===== src/rtl/div_iter.sv =====
// div_iter: iterative radix-2 restoring divider for the RV64M divide/remainder ops,
// covering the W variants and the RISC-V divide-by-zero and signed-overflow results.
module div_iter #(
  parameter int XLEN            = 64,
  parameter int STEPS_PER_CYCLE = 1
) (
  input  logic            clock,
  input  logic            reset_n,
  input  logic            flush,
  input  logic            en,
  input  logic [1:0]      op,
  input  logic            div_word,
  input  logic [XLEN-1:0] in1,
  input  logic [XLEN-1:0] in2,
  output logic [XLEN-1:0] out,
  output logic            out_valid,
  input  logic            out_ready
);

  typedef enum logic [1:0] {IDLE, BUSY, DONE} state_t;

  localparam logic [6:0] LAST_CNT_D = 7'(64 / STEPS_PER_CYCLE - 1);
  localparam logic [6:0] LAST_CNT_W = 7'(32 / STEPS_PER_CYCLE - 1);

  state_t          state_q, state_d;
  logic [XLEN-1:0] quo_q, quo_d;
  logic [XLEN-1:0] rem_q, rem_d;
  logic [XLEN-1:0] div_q, div_d;
  logic [XLEN-1:0] out_q, out_d;
  logic [6:0]      cnt_q, cnt_d;
  logic            neg_quo_q, neg_quo_d;
  logic            neg_rem_q, neg_rem_d;
  logic            is_rem_q, is_rem_d;
  logic            word_q, word_d;

  logic            is_signed, sign_a, sign_b, div_zero, overflow;
  logic            load, last_step;
  logic [XLEN-1:0] a_ext, b_ext, abs_a, abs_b, int_min, special_res;
  logic [XLEN-1:0] quo_step, rem_step, quo_raw, quo_fix, rem_fix, fixup_res;
  logic [XLEN:0]   r_sh, trial;

  function automatic logic [63:0] word_fix(input logic [63:0] v, input logic w);
    return w ? {{32{v[31]}}, v[31:0]} : v;
  endfunction

  always_comb begin
    is_signed = ~op[0];
    a_ext     = div_word ? {{32{is_signed & in1[31]}}, in1[31:0]} : in1;
    b_ext     = div_word ? {{32{is_signed & in2[31]}}, in2[31:0]} : in2;
    sign_a    = is_signed & a_ext[63];
    sign_b    = is_signed & b_ext[63];
    abs_a     = sign_a ? -a_ext : a_ext;
    abs_b     = sign_b ? -b_ext : b_ext;
    int_min   = div_word ? 64'hFFFF_FFFF_8000_0000 : 64'h8000_0000_0000_0000;
    div_zero  = (b_ext == '0);
    overflow  = is_signed && (a_ext == int_min) && (b_ext == '1);
    if (div_zero) special_res = op[1] ? a_ext : '1;
    else          special_res = op[1] ? '0 : a_ext;
    special_res = word_fix(special_res, div_word);
  end

  // Remainder stays below the divisor, so a 65-bit trial never loses the carry.
  always_comb begin
    quo_step = quo_q;
    rem_step = rem_q;
    r_sh     = '0;
    trial    = '0;
    for (int i = 0; i < STEPS_PER_CYCLE; i++) begin
      r_sh     = {rem_step, quo_step[63]};
      trial    = r_sh - {1'b0, div_q};
      quo_step = {quo_step[62:0], ~trial[64]};
      rem_step = trial[64] ? r_sh[63:0] : trial[63:0];
    end
  end

  always_comb begin
    quo_raw   = word_q ? {32'b0, quo_step[31:0]} : quo_step;
    quo_fix   = neg_quo_q ? -quo_raw : quo_raw;
    rem_fix   = neg_rem_q ? -rem_step : rem_step;
    fixup_res = word_fix(is_rem_q ? rem_fix : quo_fix, word_q);
  end

  assign last_step = (cnt_q == (word_q ? LAST_CNT_W : LAST_CNT_D));

  always_comb begin
    state_d = state_q;
    case (state_q)
      IDLE: if (en && !flush) state_d = (div_zero || overflow) ? DONE : BUSY;
      BUSY: begin
        if (flush || !en)   state_d = IDLE;
        else if (last_step) state_d = DONE;
      end
      DONE: if (flush || !en || out_ready) state_d = IDLE;
      default: state_d = IDLE;
    endcase
  end

  // W ops park the 32-bit dividend in the upper half so the same msb feeds the shifter.
  always_comb begin
    load      = (state_q == IDLE) && en && !flush;
    quo_d     = quo_q;
    rem_d     = rem_q;
    div_d     = div_q;
    out_d     = out_q;
    cnt_d     = cnt_q;
    neg_quo_d = neg_quo_q;
    neg_rem_d = neg_rem_q;
    is_rem_d  = is_rem_q;
    word_d    = word_q;
    if (load) begin
      quo_d     = div_word ? {abs_a[31:0], 32'b0} : abs_a;
      rem_d     = '0;
      div_d     = abs_b;
      cnt_d     = '0;
      neg_quo_d = sign_a ^ sign_b;
      neg_rem_d = sign_a;
      is_rem_d  = op[1];
      word_d    = div_word;
      if (div_zero || overflow) out_d = special_res;
    end else if ((state_q == BUSY) && en && !flush) begin
      quo_d = quo_step;
      rem_d = rem_step;
      cnt_d = cnt_q + 7'd1;
      if (last_step) out_d = fixup_res;
    end
  end

  always_ff @(posedge clock or negedge reset_n) begin
    if (!reset_n) begin
      state_q   <= IDLE;
      quo_q     <= '0;
      rem_q     <= '0;
      div_q     <= '0;
      out_q     <= '0;
      cnt_q     <= '0;
      neg_quo_q <= 1'b0;
      neg_rem_q <= 1'b0;
      is_rem_q  <= 1'b0;
      word_q    <= 1'b0;
    end else begin
      state_q   <= state_d;
      quo_q     <= quo_d;
      rem_q     <= rem_d;
      div_q     <= div_d;
      out_q     <= out_d;
      cnt_q     <= cnt_d;
      neg_quo_q <= neg_quo_d;
      neg_rem_q <= neg_rem_d;
      is_rem_q  <= is_rem_d;
      word_q    <= word_d;
    end
  end

  always_comb begin
    out       = out_q;
    out_valid = (state_q == DONE);
  end

endmodule


===== config.mk =====
export PLATFORM = sky130hd
export DESIGN_NAME = div_iter
export DESIGN_NICKNAME = d
export VERILOG_FILES = /design/src/rtl/div_iter.sv
export SDC_FILE = /design/constraint.sdc
export NUM_CORES = 1
export LEC_CHECK = 0
export ABC_CLOCK_PERIOD_IN_PS = 10600
export BUFFER_PORTS_ARGS = -buffer_cell sky130_fd_sc_hd__clkbuf_2
export CORE_ASPECT_RATIO = 0.7
export CORE_MARGIN = 5
export CORE_UTILIZATION = 35
export CTS_BUF_LIST = sky130_fd_sc_hd__clkbuf_4 sky130_fd_sc_hd__clkbuf_8
export DETAILED_ROUTE_END_ITERATION = 8
export SLEW_MARGIN = 10
export SYNTH_ARGS = -nofsm -noshare
export SYNTH_HDL_FRONTEND = slang
export SYNTH_SLANG_ARGS = --single-unit

===== constraint.sdc =====
create_clock -name clock -period 10.6 [get_ports clock]
set_input_delay 2.12 -clock clock [delete_from_list [all_inputs] [get_ports clock]]
set_output_delay 2.12 -clock clock [all_outputs]
set_load 0.02 [all_outputs]

## Word-level counts from Yosys, hierarchy flattened

Cells that the tools add are included.

- Add/subtract/negate cells: 6
- Eq/ne operators: 9
- Mux-type cells: 33
- Bitwise gates (word level): 7
- Reduce and logical (&&, ||, !) cells: 18

Operators with widths:

| kind | count |
|---|---|
| $mux W64 | 23 |
| $neg A64 Y64 | 4 |
| $sub A65 B64 Y65 | 1 |
| $eq A64 B64 Y1 | 1 |
| $eq A64 B64 Y1 const B | 1 |
| $logic_not A64 Y1 | 1 |
| $mux W63 | 1 |
| $mux W7 | 2 |
| $mux W2 | 5 |
| $add A7 B1 Y7 const B | 1 |
| $eq A7 B6 Y1 | 1 |
| $logic_and A1 B1 Y1 | 7 |
| $mux W6 | 1 |
| $pmux W2 S3 | 1 |
| $reduce_and A3 Y1 | 2 |
| $and A1 B1 Y1 | 4 |
| $ne A2 B1 Y1 const B | 2 |
| $reduce_bool A2 Y1 | 2 |
| $logic_or A1 B1 Y1 | 3 |
| $ne A3 B3 Y1 const B | 1 |
| $eq A2 B1 Y1 const B | 1 |
| $eq A2 B2 Y1 const B | 1 |
| $logic_not A1 Y1 | 2 |
| $logic_not A2 Y1 | 1 |
| 3 further kinds | 4 |

- Register bits: 269
- Output and inout port bits: 65
- Word-level logic and storage cells: 83

## Logic depth before layout (Yosys ltp)

- Word-level depth: 10
- Depth in mapped cells: 28
- Mapped depth without buffers: 24

## Worst setup path after synthesis

No wires, ideal clock.

- Kind: register to register
- Start point: register quo_q[63]
- End point: register out_q[60], in the netlist out[60]
- Library setup time: 0.077 ns
- Arrival time: 5.388 ns
- Required time: 10.523 ns
- Path slack: 5.135 ns
- Stages on the path, launching flop included: 29
- Buffers on the path: 5
- Clock period less this slack: 5.465 ns
- Cells stage by stage: dfrtp_1 > inv_1 > ha_1 > fa_1 > nand2b_1 > a21oi_2 > o211ai_2 > a211oi_2 > a21o_1 > a21o_1 > nor2_2 > inv_2 > buf_2 > buf_2 > buf_2 > buf_1 > buf_2 > ha_1 > nand3_1 > or2_2 > inv_1 > o211ai_1 > o21bai_1 > o21ai_0 > o21ai_0 > xor2_1 > o22ai_1 > a31o_1 > a21oi_1

- Longest elaborated chain between the ends: 10
- Elaborated cells on any way between the ends: 13
- Those cells by class: add/sub (3); mux (9); bitwise (1)

Ends and longest elaborated chain:

| what | RTL line | text |
|---|---|---|
| start: declaration | 26 | `logic [XLEN-1:0] quo_q, quo_d;` |
| start signal: assignment | 142 | `quo_q <= quo_d;` |
| $sub A65 B64 Y65 | 70 | `trial = r_sh - {1'b0, div_q};` |
| $not A1 Y1 | 71 | `quo_step = {quo_step[62:0], ~trial[64]};` |
| $mux W64 | 77 | `quo_raw = word_q ? {32'b0, quo_step[31:0]} : quo_step;` |
| $neg A64 Y64 | 78 | `quo_fix = neg_quo_q ? -quo_raw : quo_raw;` |
| $mux W64 | 78 |  |
| $mux W64 * | 80 | `fixup_res = word_fix(is_rem_q ? rem_fix : quo_fix, word_q);` |
| $mux W64 * | 43 | `return w ? {{32{v[31]}}, v[31:0]} : v;` |
| $mux W64 * | 124 | `if (last_step) out_d = fixup_res;` |
| $mux W64 * | 120 | `end else if ((state_q == BUSY) && en && !flush) begin` |
| $mux W64 * | 110 | `if (load) begin` |
| end signal: assignment | 145 | `out_q <= out_d;` |
| end: declaration | 29 | `logic [XLEN-1:0] out_q, out_d;` |

Mark *: on every way between the ends. The rest lies on a longest branch, timed or not. The select of a mux whose other input is x is not followed.
A chain may end at the register's enable or synchronous reset.

## Final worst setup path

- Start point: register quo_q[63]
- End point: register out_q[62], in the netlist out[62]

Same word-level chain as after synthesis.

==> results.cfg <==
[pwr]
p_leak_nw = 11.96
internal-power_mw = 2.240
max-vdd-ir-drop_uv = 73.88
switching_power_mw = 1.672
p_sw_share_pct = 42.74
pwr-share-comb_pct = 38.3
p_clk_share_pct = 30.5
p_seq_share_pct = 31.2
power_density_mw_per_mm2 = 136.4

[clock_network]
cts_root_buf = clkbuf_8
ctsResizeCount = 0
cts_max_level = 2
cts_hold_buffers = 0
postCtsSetupBuffers = 0
clk_path_buf_depth = 3
clock_latency_ns = 0.70
cts_buffers = 49
cts_tree = built
cts.clk_slew.worst_paths_ns = 0.06
clock_sinks = 269

[yosys]
synth.distinct_cells = 111
synth_area_leaders = dfrtp_1 26%, o21ai_0 8.3%, a21oi_1 6.6%
synth_area_leader_cell = dfrtp_1
synth-seq-area-share_pct = 25.91
async_flop_share_pct = 100.0
synth_top_area_share_pct = 25.91
synth.cell_area_mm2 = 0.02598
synthFlopType = dfrtp_1
ys_ff_latch = 269
synth_fp_nets = 3770
synth-edff-count = 0
syn_avg_cell_area_um2 = 7.291
netlist_instances = 3563
yosys_warnings = 0

[timing]
max_freq_ghz = 0.1402
slew_headroom_pct = 13.20
worst_pin_slew_ns = 1.293
setup_viol = 0
rsz0062_at_grt = no
drv_slew = 0
hold_viol_final = 0
fin_ws_ns = 3.469
timing.final.crit_share_pct = 67.28
fin_skew_ns = 0.05780
tns_ns = 0
layout_min_cycle_time_ns = 7.131

[global_routing]
grt_use_met3_pct = 8.436
grt_max_degree = 100
grt_overflow_total = 0
grt_pass1_wl_mm = 170.6
top_usage_layer = met1
grtUsageMet2_pct = 37.73
first_global_vias = 25720
antenna_found_initial = 3
grt_usage_pct = 27.71
grt_use_met1_pct = 42.92

[worst_setup_path]
cp.arrival_ns = 7.68
crit_start = quo_q[63]$_DFFE_PN0P_
reg2reg_from = quo_q[63]$_DFFE_PN0P_
r2r_setup_slack_ns = 3.47
r2r_end = out[62]$_DFFE_PN0P_
crit_type = reg2reg
setup.worst_path.start_class = register
reg2reg_depth = 24
critical_path_required_ns = 11.15
critPathMaxFanout = 33
cp-end-kind = register

[finish]
fillers = 7843
antenna_cells = 0
design_area_mm2 = 0.02869
layout-drive-gt1-share_pct = 11.46
nets = 3820
area_growth_pct = 10.42

[drt]
drtIter0Drc = 4140
drc = 0
via_per_inst = 6.192
ant_nets = 0
vias = 28650
dr.pass1.iters = 6
wirelength_mm = 116.6
routedWlPerCell_um = 25.20

[floorplan]
io_pins = 201
design.die.area_mm2 = 0.07986
rows = 83
fp.dieW_um = 335.6
chipHeight_um = 237.9
core-area_mm2 = 0.07342
start_util_pct = 35.38

[place]
io_buffers = 200
dp_slack_ns = 3.241
dpl_cell_area_mm2 = 0.02757
gp_congestion = 1.021
hpwl_mm = 90.94

[flow_run]
max_cap_violations = 0

[worst_hold_path]
holdCritStartpoint = div_q[27]$_DFFE_PN0P_
hold_depth = 2
min_to = div_q[27]$_DFFE_PN0P_
min_path_type = reg2reg

[outcome]
status = finished, final reports clean
## layout make-up
type | count | area [um2] | area share [%]
multi-input cells | 2901 | 17710 | 61.73
flip-flops and latches | 269 | 6738 | 23.49
repair buffers | 245 | 1351 | 4.711
clock buffers | 75 | 938.4 | 3.271
clock inverters | 12 | 176.4 | 0.6150
inverters | 147 | 551.8 | 1.923
well taps | 977 | 1222 | 4.261
## cell usage after synthesis (21+ instances only)
cell type and number:
a211oi_1 58, a21o_1 24, a21oi_1 340, a31oi_1 41, and2_1 25, buf_2 46, clkbuf_1 168, dfrtp_1 269
ha_1 70, inv_1 144, mux2i_1 51, nand2_1 448, nand2b_1 21, nand3_1 46, nand4_1 57, nor2_1 297
nor3_1 112, nor4_1 67, o211ai_1 36, o21a_1 26, o21ai_0 433, o21ai_1 28, o31ai_1 65, o41ai_1 22
or3_1 40, xnor2_1 136, xor2_1 123
## flip-flops by register name (all words and copies together) (netlist names), 2 cells and up
name,flops
rem_q,64
state_q,2
quo_q,64
out,64
div_q,64
cnt_q,7
## worst max-delay path: stages, from the launching register on
cell	delay, ns
dfrtp_1	0.36
inv_1	0.07
ha_1	0.22
fa_1	0.42
nand2b_1	0.23
a21oi_2	0.22
o211ai_2	0.19
a211oi_2	0.50
a21oi_1	0.11
o21a_1	0.25
nor2_4	0.07
buf_4	0.39
inv_2	0.37
a21oi_1	0.42
ha_1	0.26
inv_1	0.07
nor4_1	0.50
and4b_1	0.37
nand2_1	0.11
o32ai_1	0.45
nand4_2	0.49
nor4_2	0.39
mux2i_1	0.13
a211oi_1	0.25
a21oi_1	0.11
## cells by family after synthesis
logic type,share of synthesized area [%]
AOI/OAI and AO/OA,30.62
xor gates and xnor gates,8.732
adders and majority gates,3.641
buffers and inverters,6.146
DFF,25.91
muxes,2.138
and+or+nand+nor,22.81
## metal layers
layer	up-vias	routed length (um)
met4	0	2090
met5	-	0
met1	13840	53660
li1	13070	-
met2	1599	46060
met3	139	14750
## cell usage in the layout (no fill, tap or decap), drive strengths merged, types with 12 or more instances in the layout
master and instances:
o21ai 462, nand2 450, a21oi 345, nor2 299, clkbuf 273, dfrtp 269
inv 145, xnor2 136, xor2 123, nor3 113, nor4 74, ha 70
o31ai 68, a211oi 60, nand4 59, mux2i 51, nand3 48, buf 47
a31oi 41, or3 41, o211ai 39, o41ai 31, o21a 26, and2 26
a21o 24, nand2b 21, nor2b 19, or4 19, a22oi 17, o31a 13
o22ai 13, and4 13, a221oi 13, a21boi 13, a22o 12, or2 12
## power groups by stage
stage               Sequential, mW  Combinational [mW]  Clock, mW
detailed placement            1.24                1.44          0
floorplan                     1.19               0.977          0
global route                  1.23                1.60       1.24
finish                        1.22                1.50       1.19
CTS                           1.22                1.44       1.20
global placement              1.23                1.44          0
## worst max-delay path by stage
stage                          end  slack [ns]  cells after the start
6_report       out[62]$_DFFE_PN0P_        3.47                     24
5_1_grt        out[46]$_DFFE_PN0P_        3.03                     22
4_1_cts        out[44]$_DFFE_PN0P_        3.76                     24
3_5_place_dp   out[53]$_DFFE_PN0P_        3.24                     12
3_3_place_gp   out[52]$_DFFE_PN0P_        3.35                     12
2_1_floorplan  out[60]$_DFFE_PN0P_        5.13                     28
## per-stage QoR
step / std cells / hold slack, ns / utilization (%) / power (mW)
floorplan: 3563 / 0.4432 / - / 2.172
global placement: 4539 / 0.4615 / 37.55 / 2.676
detailed placement: 4539 / 0.4676 / 37.55 / 2.672
CTS: 4626 / 0.4830 / 39.07 / 3.863
global route: 4626 / 0.5059 / 39.07 / 4.078
finish: 4626 / 0.4768 / 39.07 / 3.913
Note: power is estimated with default switching activity, not from simulation.
